[config.mk]
export PLATFORM = sky130hd
export DESIGN_NAME = uart_cmd_arbiter
export DESIGN_NICKNAME = d
export VERILOG_FILES = /design/src/rtl/uart_cmd_arbiter.sv
export SDC_FILE = /design/constraint.sdc
export NUM_CORES = 1
export LEC_CHECK = 0
export CORE_UTILIZATION = 48
export CTS_BUF_LIST = sky130_fd_sc_hd__clkbuf_4 sky130_fd_sc_hd__clkbuf_8
export CTS_CLUSTER_SIZE = 40
export DETAILED_ROUTE_END_ITERATION = 8
export GPL_TIMING_DRIVEN = 0
export PLACE_DENSITY = 0.93
export SYNTH_ARGS = -nofsm -noshare
export SYNTH_HDL_FRONTEND = slang
export SYNTH_SLANG_ARGS = --single-unit
[constraint.sdc]
create_clock -name clk -period 5.7 [get_ports clk]
set_input_delay 1.14 -clock clk [delete_from_list [all_inputs] [get_ports clk]]
set_output_delay 1.14 -clock clk [all_outputs]
set_load 0.05 [all_outputs]
[src/rtl/uart_cmd_arbiter.sv]
// Round-robin arbiter sharing one UART command port; one transaction in flight, read data/timeout routed to the issuer.
// Grant appears one cycle after IDLE sees req_vld; cmd_vld_out holds until cmd_rdy_in, responses pulse one cycle after read_rdy_in/timeout.
module uart_cmd_arbiter #(
    parameter int N_REQ      = 4,
    parameter int CMD_WIDTH  = 16,
    parameter int READ_WIDTH = 8,
    parameter int TIMEOUT    = 20000
) (
    input  logic                         clk,
    input  logic                         rst_n,
    input  logic [N_REQ-1:0]             req_vld,
    input  logic [N_REQ*CMD_WIDTH-1:0]   req_cmd,
    output logic [N_REQ-1:0]             req_rdy,
    output logic [N_REQ-1:0]             rsp_vld,
    output logic [READ_WIDTH-1:0]        rsp_data,
    output logic                         rsp_err,
    output logic [CMD_WIDTH-1:0]         cmd_out,
    output logic                         cmd_vld_out,
    input  logic                         cmd_rdy_in,
    input  logic                         read_rdy_in,
    input  logic [READ_WIDTH-1:0]        read_data_in,
    output logic                         busy
);

    localparam int IW = $clog2(N_REQ);
    localparam int TW = $clog2(TIMEOUT + 1);
    localparam logic [TW-1:0] TIMER_LAST = TW'(TIMEOUT - 1);
    localparam logic [IW-1:0] PTR_INIT   = IW'(N_REQ - 1);

    localparam logic [1:0] IDLE    = 2'd0;
    localparam logic [1:0] ISSUE   = 2'd1;
    localparam logic [1:0] WAIT_RD = 2'd2;

    logic [1:0]           state;
    logic [IW-1:0]        ptr;
    logic [IW-1:0]        owner;
    logic [TW-1:0]        timer;

    logic [CMD_WIDTH-1:0] cmd_arr [N_REQ];
    logic                 gnt_any;
    logic [IW-1:0]        gnt_idx;
    logic [IW-1:0]        cand;

    always_comb begin
        for (int i = 0; i < N_REQ; i++) begin
            cmd_arr[i] = req_cmd[i*CMD_WIDTH +: CMD_WIDTH];
        end
    end

    // Search starts just past the last winner so every requester waits at most N_REQ grants.
    always_comb begin
        gnt_any = 1'b0;
        gnt_idx = '0;
        cand    = '0;
        for (int k = 1; k <= N_REQ; k++) begin
            cand = IW'((int'(ptr) + k) % N_REQ);
            if (!gnt_any && req_vld[cand]) begin
                gnt_any = 1'b1;
                gnt_idx = cand;
            end
        end
    end

    always_ff @(posedge clk or negedge rst_n) begin
        if (!rst_n) begin
            state       <= IDLE;
            ptr         <= PTR_INIT;
            owner       <= '0;
            timer       <= '0;
            req_rdy     <= '0;
            rsp_vld     <= '0;
            rsp_data    <= '0;
            rsp_err     <= 1'b0;
            cmd_out     <= '0;
            cmd_vld_out <= 1'b0;
            busy        <= 1'b0;
        end else begin
            req_rdy <= '0;
            rsp_vld <= '0;
            case (state)
                IDLE: begin
                    if (gnt_any) begin
                        ptr         <= gnt_idx;
                        owner       <= gnt_idx;
                        cmd_out     <= cmd_arr[gnt_idx];
                        cmd_vld_out <= 1'b1;
                        req_rdy     <= N_REQ'(1) << gnt_idx;
                        state       <= ISSUE;
                        busy        <= 1'b1;
                    end
                end
                ISSUE: begin
                    if (cmd_rdy_in) begin
                        cmd_vld_out <= 1'b0;
                        timer       <= '0;
                        // Writes have no response phase.
                        if (cmd_out[CMD_WIDTH-1]) begin
                            state <= IDLE;
                            busy  <= 1'b0;
                        end else begin
                            state <= WAIT_RD;
                        end
                    end
                end
                WAIT_RD: begin
                    timer <= timer + TW'(1);
                    if (read_rdy_in) begin
                        rsp_vld  <= N_REQ'(1) << owner;
                        rsp_data <= read_data_in;
                        rsp_err  <= 1'b0;
                        state    <= IDLE;
                        busy     <= 1'b0;
                    end else if (timer == TIMER_LAST) begin
                        rsp_vld  <= N_REQ'(1) << owner;
                        rsp_data <= '0;
                        rsp_err  <= 1'b1;
                        state    <= IDLE;
                        busy     <= 1'b0;
                    end
                end
                default: begin
                    state <= IDLE;
                    busy  <= 1'b0;
                end
            endcase
        end
    end

endmodule

==> metrics.cfg, run 1 <==
[min_path]
hp-class=reg2reg
hold_end=rsp_vld[2]
whs_path_depth=1
hp-start=owner[0]

[worst_setup_path]
reg2reg_from=state[1]
slowest_delay_ns=0.60
cp_top_family=buffers and inverters
crit_buf_inv=2
cp_slowest_cell=clkdlybuf4s50_1
worstRegToRegCells=5
cp.required_ns=5.88
rrSetupSlack_ns=3.41
reg2reg_to=cmd_out[12]
critPathCaptureType=flop
worst-path-max-fanout=10
crit_path_cell_trace=clkdlybuf4s50_1 -> nor4_1 -> or3_1 -> nor2_1 -> clkbuf_1 -> a211oi_1
path_class=in2reg
start_kind=input pin
cp.arrival_ns=3.32

[synthesis]
synth_top_area_cell=dfrtp_1
yosysSeqAreaShare_pct=48.42
ys_types=40
netlist_area_um2=2899
avgSynthCellArea_um2=9.663
synth_common_cells=54 x dfrtp_1, 35 x nor2_1, 23 x o21ai_0, 18 x a211oi_1
yosys_most_used_dff=dfrtp_1
synth_edf_count=0
ys_ff_latch=56
yosysTopAreaCellShare_pct=46.61
synth.most_common_cell=dfrtp_1
syn_inst=300
synthTopCellsByArea=dfrtp_1 47%, mux2i_1 5.9%, a221oi_1 4.8%
synth-async-reset-ratio_pct=100.0
yosysWarnings=0
synth_nets=381

[power_and_ir_drop]
p_sw_mw=0.9432
power.leakage_nw=1.768
sequentialPowerShare_pct=30.5
cell_internal_pwr_mw=1.067
peakVddDrop_uv=382.8
p_per_area_nw_per_um2=473.7
netSwitchingFraction_pct=46.92
combPwrFrac_pct=57.9
clkPwrFrac_pct=11.5

[route]
drc_errors=0
vias=2890
drt_iter0_markers=151
vias_per_cell=5.838
wl_per_cell_um=16.81
drt_pre_antenna_iters=4
wirelength_um=8319
ant_nets=0

[clock_tree]
cts.path.max_buffers=2
cts-hold-fix-buffers=0
post_cts_buffers=0
clk_pin_slew_ns=0.10
cts_sinks=56
clk_latency_ns=0.31
cts_buffers=5
cts_tree=built
cts_root_buf=clkbuf_8
cts_resized=0
h-tree-depth=2

[die]
io_pins=115
start_util_pct=51.08
fp.dieArea_um2=6354
rows=27
fp.coreArea_um2=5675
die_h_um=79.72
chipWidth_um=79.72

[placed_design]
gp_congestion=0.8597
dp_hpwl_um=6217
port_buffers=114
pre_cts_ws_ns=2.238

[timing]
drv_slew=0
post-route-period-util_pct=55.02
worst_slew_pin_slew_ns=0.6537
layout_setup_ws_ns=2.564
period_needed_ns=3.136
finalSetupViolations=0
rsz0062_at_grt=no
whs_ns=0.4879
fin_skew_ns=0.005177
max_freq_mhz=318.9
finalSetupTns_ns=0
maxSlewHeadroom_pct=56.26
hold_violations=0

[final_layout]
diodes=0
area_growth_pct=46.35
final_nets=503
layout-drive-gt1-share_pct=4.965

[status]
outcome=finished, final reports clean

[grt]
grt_antenna_before_repair=0
grt.total_usage_pct=27.50
grt_pass1_vias=2883
grt_pass1_wl_um=13160
grt_max_degree=39
gr-total-overflow=0

[run]
maxCapViolations=0

power by group through the flow:
stage | clock network [mW] | registers [mW] | logic, mW
floorplan | 0 | 0.955 | 0.424
global placement | 0 | 0.613 | 1.13
detailed placement | 0 | 0.620 | 1.16
CTS | 0.235 | 0.614 | 1.17
global route | 0.247 | 0.628 | 1.24
finish | 0.232 | 0.613 | 1.16
worst register-to-register path: stages (launching register included):
cell	delay (ns)
dfrtp_1	0.42
clkbuf_1	0.21
or3_1	0.50
nor2_1	0.48
clkbuf_1	0.42
a211oi_1	0.14
routing by layer:
| layer | share of wire (%) | routed length [um] | track usage (%) | up-vias |
|---|---|---|---|---|
| li1 | - | - | - | 1364 |
| met1 | 38 | 3189 | 30.22 | 1367 |
| met2 | 52 | 4286 | 47.95 | 138 |
| met3 | 7.6 | 636 | 8.229 | 21 |
| met4 | 2.5 | 207 | 13.45 | 0 |
| met5 | 0 | 0 | 0 | - |
metrics by stage:
step | cell area (um2) | power (mW) | utilization, % | cells
after floorplan | 2899 | 1.379 | - | 300
after global placement | 4130 | 1.742 | 72.77 | 486
after detailed placement | 4145 | 1.782 | 73.04 | 487
after CTS | 4243 | 2.017 | 74.76 | 495
after global routing | 4243 | 2.111 | 74.76 | 495
final | 4243 | 2.010 | 74.76 | 495
worst max-delay path by stage:
stage | cells after the start | slack, ns | start | to
floorplan | 8 | 3.27 | req_vld[2] | cmd_out[3]
global placement | 1 | 1.88 | rst_n | cmd_out[2]
detailed placement | 6 | 2.24 | req_vld[3] | cmd_out[5]
CTS | 6 | 2.58 | req_vld[3] | cmd_out[12]
global route | 6 | 2.37 | req_vld[3] | cmd_out[6]
finish | 6 | 2.56 | req_vld[3] | cmd_out[12]
final cells by class:
cell class                 count  area, um2
clock inverter                 1      7.507
clock buffer                   7      90.09
sequential                    56       1404
inverter                       9      33.78
tap                           72      90.09
fill                         396       1433
timing repair buffer         115       1156
multi-input combinational    213       1333
buffer                        22      128.9
cells in the final DEF, fill, tap and decap left out, types with 4 or more instances in the layout:
cell type / n
clkbuf_1: 16
dfrtp_1: 54
clkbuf_8: 6
nand2_1: 16
a31oi_1: 6
a211oi_1: 18
nor2_1: 35
clkdlybuf4s50_1: 113
mux2i_1: 17
o21ai_0: 23
a21oi_1: 9
nor3_1: 9
nand3_1: 4
and3_1: 17
a221oi_1: 16
o31ai_1: 4
a22o_1: 9
inv_1: 9
nand4_1: 4
cells by family (layout without fill, tap and decap cells):
logic type / after synthesis / count (layout) / synth area share [%]
AOI/OAI and AO/OA: 94 / 94 / 22.31
adders and majority gates: 1 / 1 / 0.4315
buffers and inverters: 31 / 154 / 5.611
DFF: 56 / 56 / 48.42
muxes: 17 / 17 / 5.870
and+or+nand+nor: 101 / 101 / 17.35
sequential cells by signal, indices dropped and copies added (netlist names):
signal,flops
cmd_out,16
ptr,2
rsp_data,8
rsp_vld,4
cmd_vld_out,1
rsp_err,1
req_rdy,4
state,2
busy,1
timer,15
owner,2
No activity file was read; power rests on OpenSTA's default activity.
==> run 2: changes to the inputs <==
--- a/config.mk
+++ b/config.mk
@@ -5,12 +5,12 @@
 export SDC_FILE = /design/constraint.sdc
 export NUM_CORES = 1
 export LEC_CHECK = 0
-export CORE_UTILIZATION = 48
+export CORE_UTILIZATION = 45
 export CTS_BUF_LIST = sky130_fd_sc_hd__clkbuf_4 sky130_fd_sc_hd__clkbuf_8
 export CTS_CLUSTER_SIZE = 40
 export DETAILED_ROUTE_END_ITERATION = 8
 export GPL_TIMING_DRIVEN = 0
-export PLACE_DENSITY = 0.93
+export PLACE_DENSITY = 0.89
 export SYNTH_ARGS = -nofsm -noshare
 export SYNTH_HDL_FRONTEND = slang
 export SYNTH_SLANG_ARGS = --single-unit
==> constraint.sdc (replaced) <==
create_clock -name clk -period 2.9 [get_ports clk]
set_input_delay 0.58 -clock clk [delete_from_list [all_inputs] [get_ports clk]]
set_output_delay 0.58 -clock clk [all_outputs]
set_load 0.05 [all_outputs]
==> metrics.cfg, run 2 (synthesis results as in run 1) <==
[route]
vias_per_cell=5.705  ; was 5.838
wirelength_um=7737  ; was 8319 um
drc_errors=0  ; unchanged
ant_nets=0  ; unchanged
drt_iter0_markers=93  ; was 151
drt_pre_antenna_iters=4  ; unchanged
vias=2841  ; was 2890
wl_per_cell_um=15.54  ; was 16.81 um

[final_layout]
largest_reg_flops=16  ; unchanged
area_growth_pct=46.31  ; was 46.35%
regArea_um2=1404  ; unchanged
final_nets=503  ; unchanged
layout-drive-gt1-share_pct=4.965  ; unchanged
top_regs=cmd_out (16), timer (15), rsp_data (8)  ; unchanged
regMostFlops=cmd_out  ; unchanged
multi_input_area_um2=1333  ; unchanged
final_cell_mix=113 x clkdlybuf4s50_1, 54 x dfrtp_1, 35 x nor2_1, 23 x o21ai_0, 18 x a211oi_1  ; unchanged
fill_cells=468  ; was 396
layout_commonest_cell=clkdlybuf4s50_1  ; unchanged
diodes=0  ; unchanged

[timing]
fin_skew_ns=0.01299  ; was 0.005177 ns
finalSetupViolations=0  ; unchanged
finalSetupTns_ns=0  ; unchanged
worst_slew_pin_slew_ns=0.6745  ; was 0.6537 ns
post-route-period-util_pct=89.80
maxSlewHeadroom_pct=55.03  ; was 56.26%
period_needed_ns=2.604
drv_slew=0  ; unchanged
layout_setup_ws_ns=0.2958  ; was 2.564 ns
hold_violations=0  ; unchanged
rsz0062_at_grt=no  ; unchanged
whs_ns=0.2919  ; was 0.4879 ns
max_freq_mhz=384.0

[grt]
grt_pass1_wl_um=12520  ; was 13160 um
gr-total-overflow=0  ; unchanged
grt_max_degree=31  ; was 39
grt.total_usage_pct=24.48  ; was 27.50%
grt_pass1_vias=2840  ; was 2883
grt_antenna_before_repair=0  ; unchanged

[clock_tree]
cts_resized=0  ; unchanged
cts_root_buf=clkbuf_8  ; unchanged
cts-hold-fix-buffers=0  ; unchanged
post_cts_buffers=0  ; unchanged
h-tree-depth=2  ; unchanged
clk_latency_ns=0.31  ; about the same
cts.path.max_buffers=2  ; unchanged
clk_pin_slew_ns=0.10  ; about the same
cts_buffers=5  ; unchanged
cts_tree=built  ; unchanged
cts_sinks=56  ; unchanged

[placed_design]
gp_congestion=0.9052  ; was 0.8597
dp_hpwl_um=6016  ; was 6217 um
port_buffers=114  ; unchanged
pre_cts_ws_ns=0.006458  ; was 2.238 ns

[power_and_ir_drop]
p_sw_mw=1.831  ; was 0.9432 mW
peakVddDrop_uv=637.6  ; was 382.8 uV
netSwitchingFraction_pct=46.89  ; was 46.92%
cell_internal_pwr_mw=2.074  ; was 1.067 mW
clkPwrFrac_pct=11.2  ; was 11.5%
combPwrFrac_pct=58.0  ; was 57.9%
sequentialPowerShare_pct=30.7  ; was 30.5%
power.leakage_nw=1.765  ; was 1.768 nW
p_per_area_nw_per_um2=920.7  ; was 473.7 nW/um2

[min_path]
hp-class=in2async  ; was reg2reg

[worst_setup_path]
path_class=in2reg  ; unchanged
critPathCaptureType=flop  ; unchanged
worst-path-max-fanout=10  ; unchanged
cp.arrival_ns=2.77  ; was 3.32 ns
start_kind=input pin  ; unchanged
cp.required_ns=3.07  ; was 5.88 ns

[die]
rows=28  ; was 27
start_util_pct=47.83  ; was 51.08%
chipWidth_um=82.27  ; was 79.72 um
fp.coreArea_um2=6061  ; was 5675 um2
io_pins=115  ; unchanged
fp.dieArea_um2=6768  ; was 6354 um2
die_h_um=82.27  ; was 79.72 um

[run]
maxCapViolations=0  ; unchanged

[status]
outcome=finished, final reports clean  ; unchanged

==> run 2: cell count changes in the layout (fill, tap and decap cells not counted), sizes merged <==
| cell | previous run | this run |
|---|---|---|
| clkbuf | 23 | 22 |
| clkinv | 0 | 1 |
==> run 2: worst max-delay path, stage by stage <==
cell and delay, ns:
clkdlybuf4s50_1 0.59, nor4_1 0.13, or3_1 0.42, nor2_1 0.50, clkbuf_1 0.41, a211oi_1 0.15
==> run 2: final timing paths <==
| path | from | end | slack (ns) | depth (start not counted) |
|---|---|---|---|---|
| setup / recovery | req_vld[3] | cmd_out[7] | 0.30 | 6 |
| hold / removal | rst_n | rsp_err | 0.29 | 1 |
| setup reg to reg | state[1] | cmd_out[7] | 0.60 | 5 |
| hold reg to reg | owner[0] | rsp_vld[2] | 0.48 | 1 |
| max in group asynchronous | rst_n | ptr[1] | 1.95 | 2 |
| min in group clk | owner[0] | rsp_vld[2] | 0.48 | 1 |
==> run 2: cell type report <==
cell class	count	share of cell area (%)
Buffer	22	3.038
Clock buffer	6	1.799
Clock inverter	2	0.3835
Inverter	9	0.7965
Multi-Input combinational cell	213	31.42
Sequential cell	56	33.10
Tap cell	75	2.212
Timing Repair Buffer	115	27.26
==> run 2: power by group through the flow <==
stage | logic, mW | clock network (mW) | registers, mW
5_1_grt | 2.43 | 0.469 | 1.23
3_5_place_dp | 2.27 | 0 | 1.22
2_1_floorplan | 0.834 | 0 | 1.88
6_report | 2.27 | 0.439 | 1.20
3_3_place_gp | 2.23 | 0 | 1.20
4_1_cts | 2.28 | 0.445 | 1.20
==> run 2: layer usage <==
metal / routed length [um] / up-vias / track usage [%]
li1: - / 1364 / -
met1: 2895 / 1353 / 25.60
met2: 4180 / 114 / 46.61
met3: 563 / 10 / 7.253
met4: 98 / 0 / 7.368
met5: 0 / - / 0
==> run 2: through the flow <==
step	std cells	area (um2)	power (mW)	util, %
finish	498	4242	3.905	69.98
global route	498	4242	4.129	69.98
CTS	498	4242	3.926	69.98
detailed placement	490	4149	3.487	68.46
global placement	489	4134	3.429	68.21
floorplan	300	2899	2.710	-
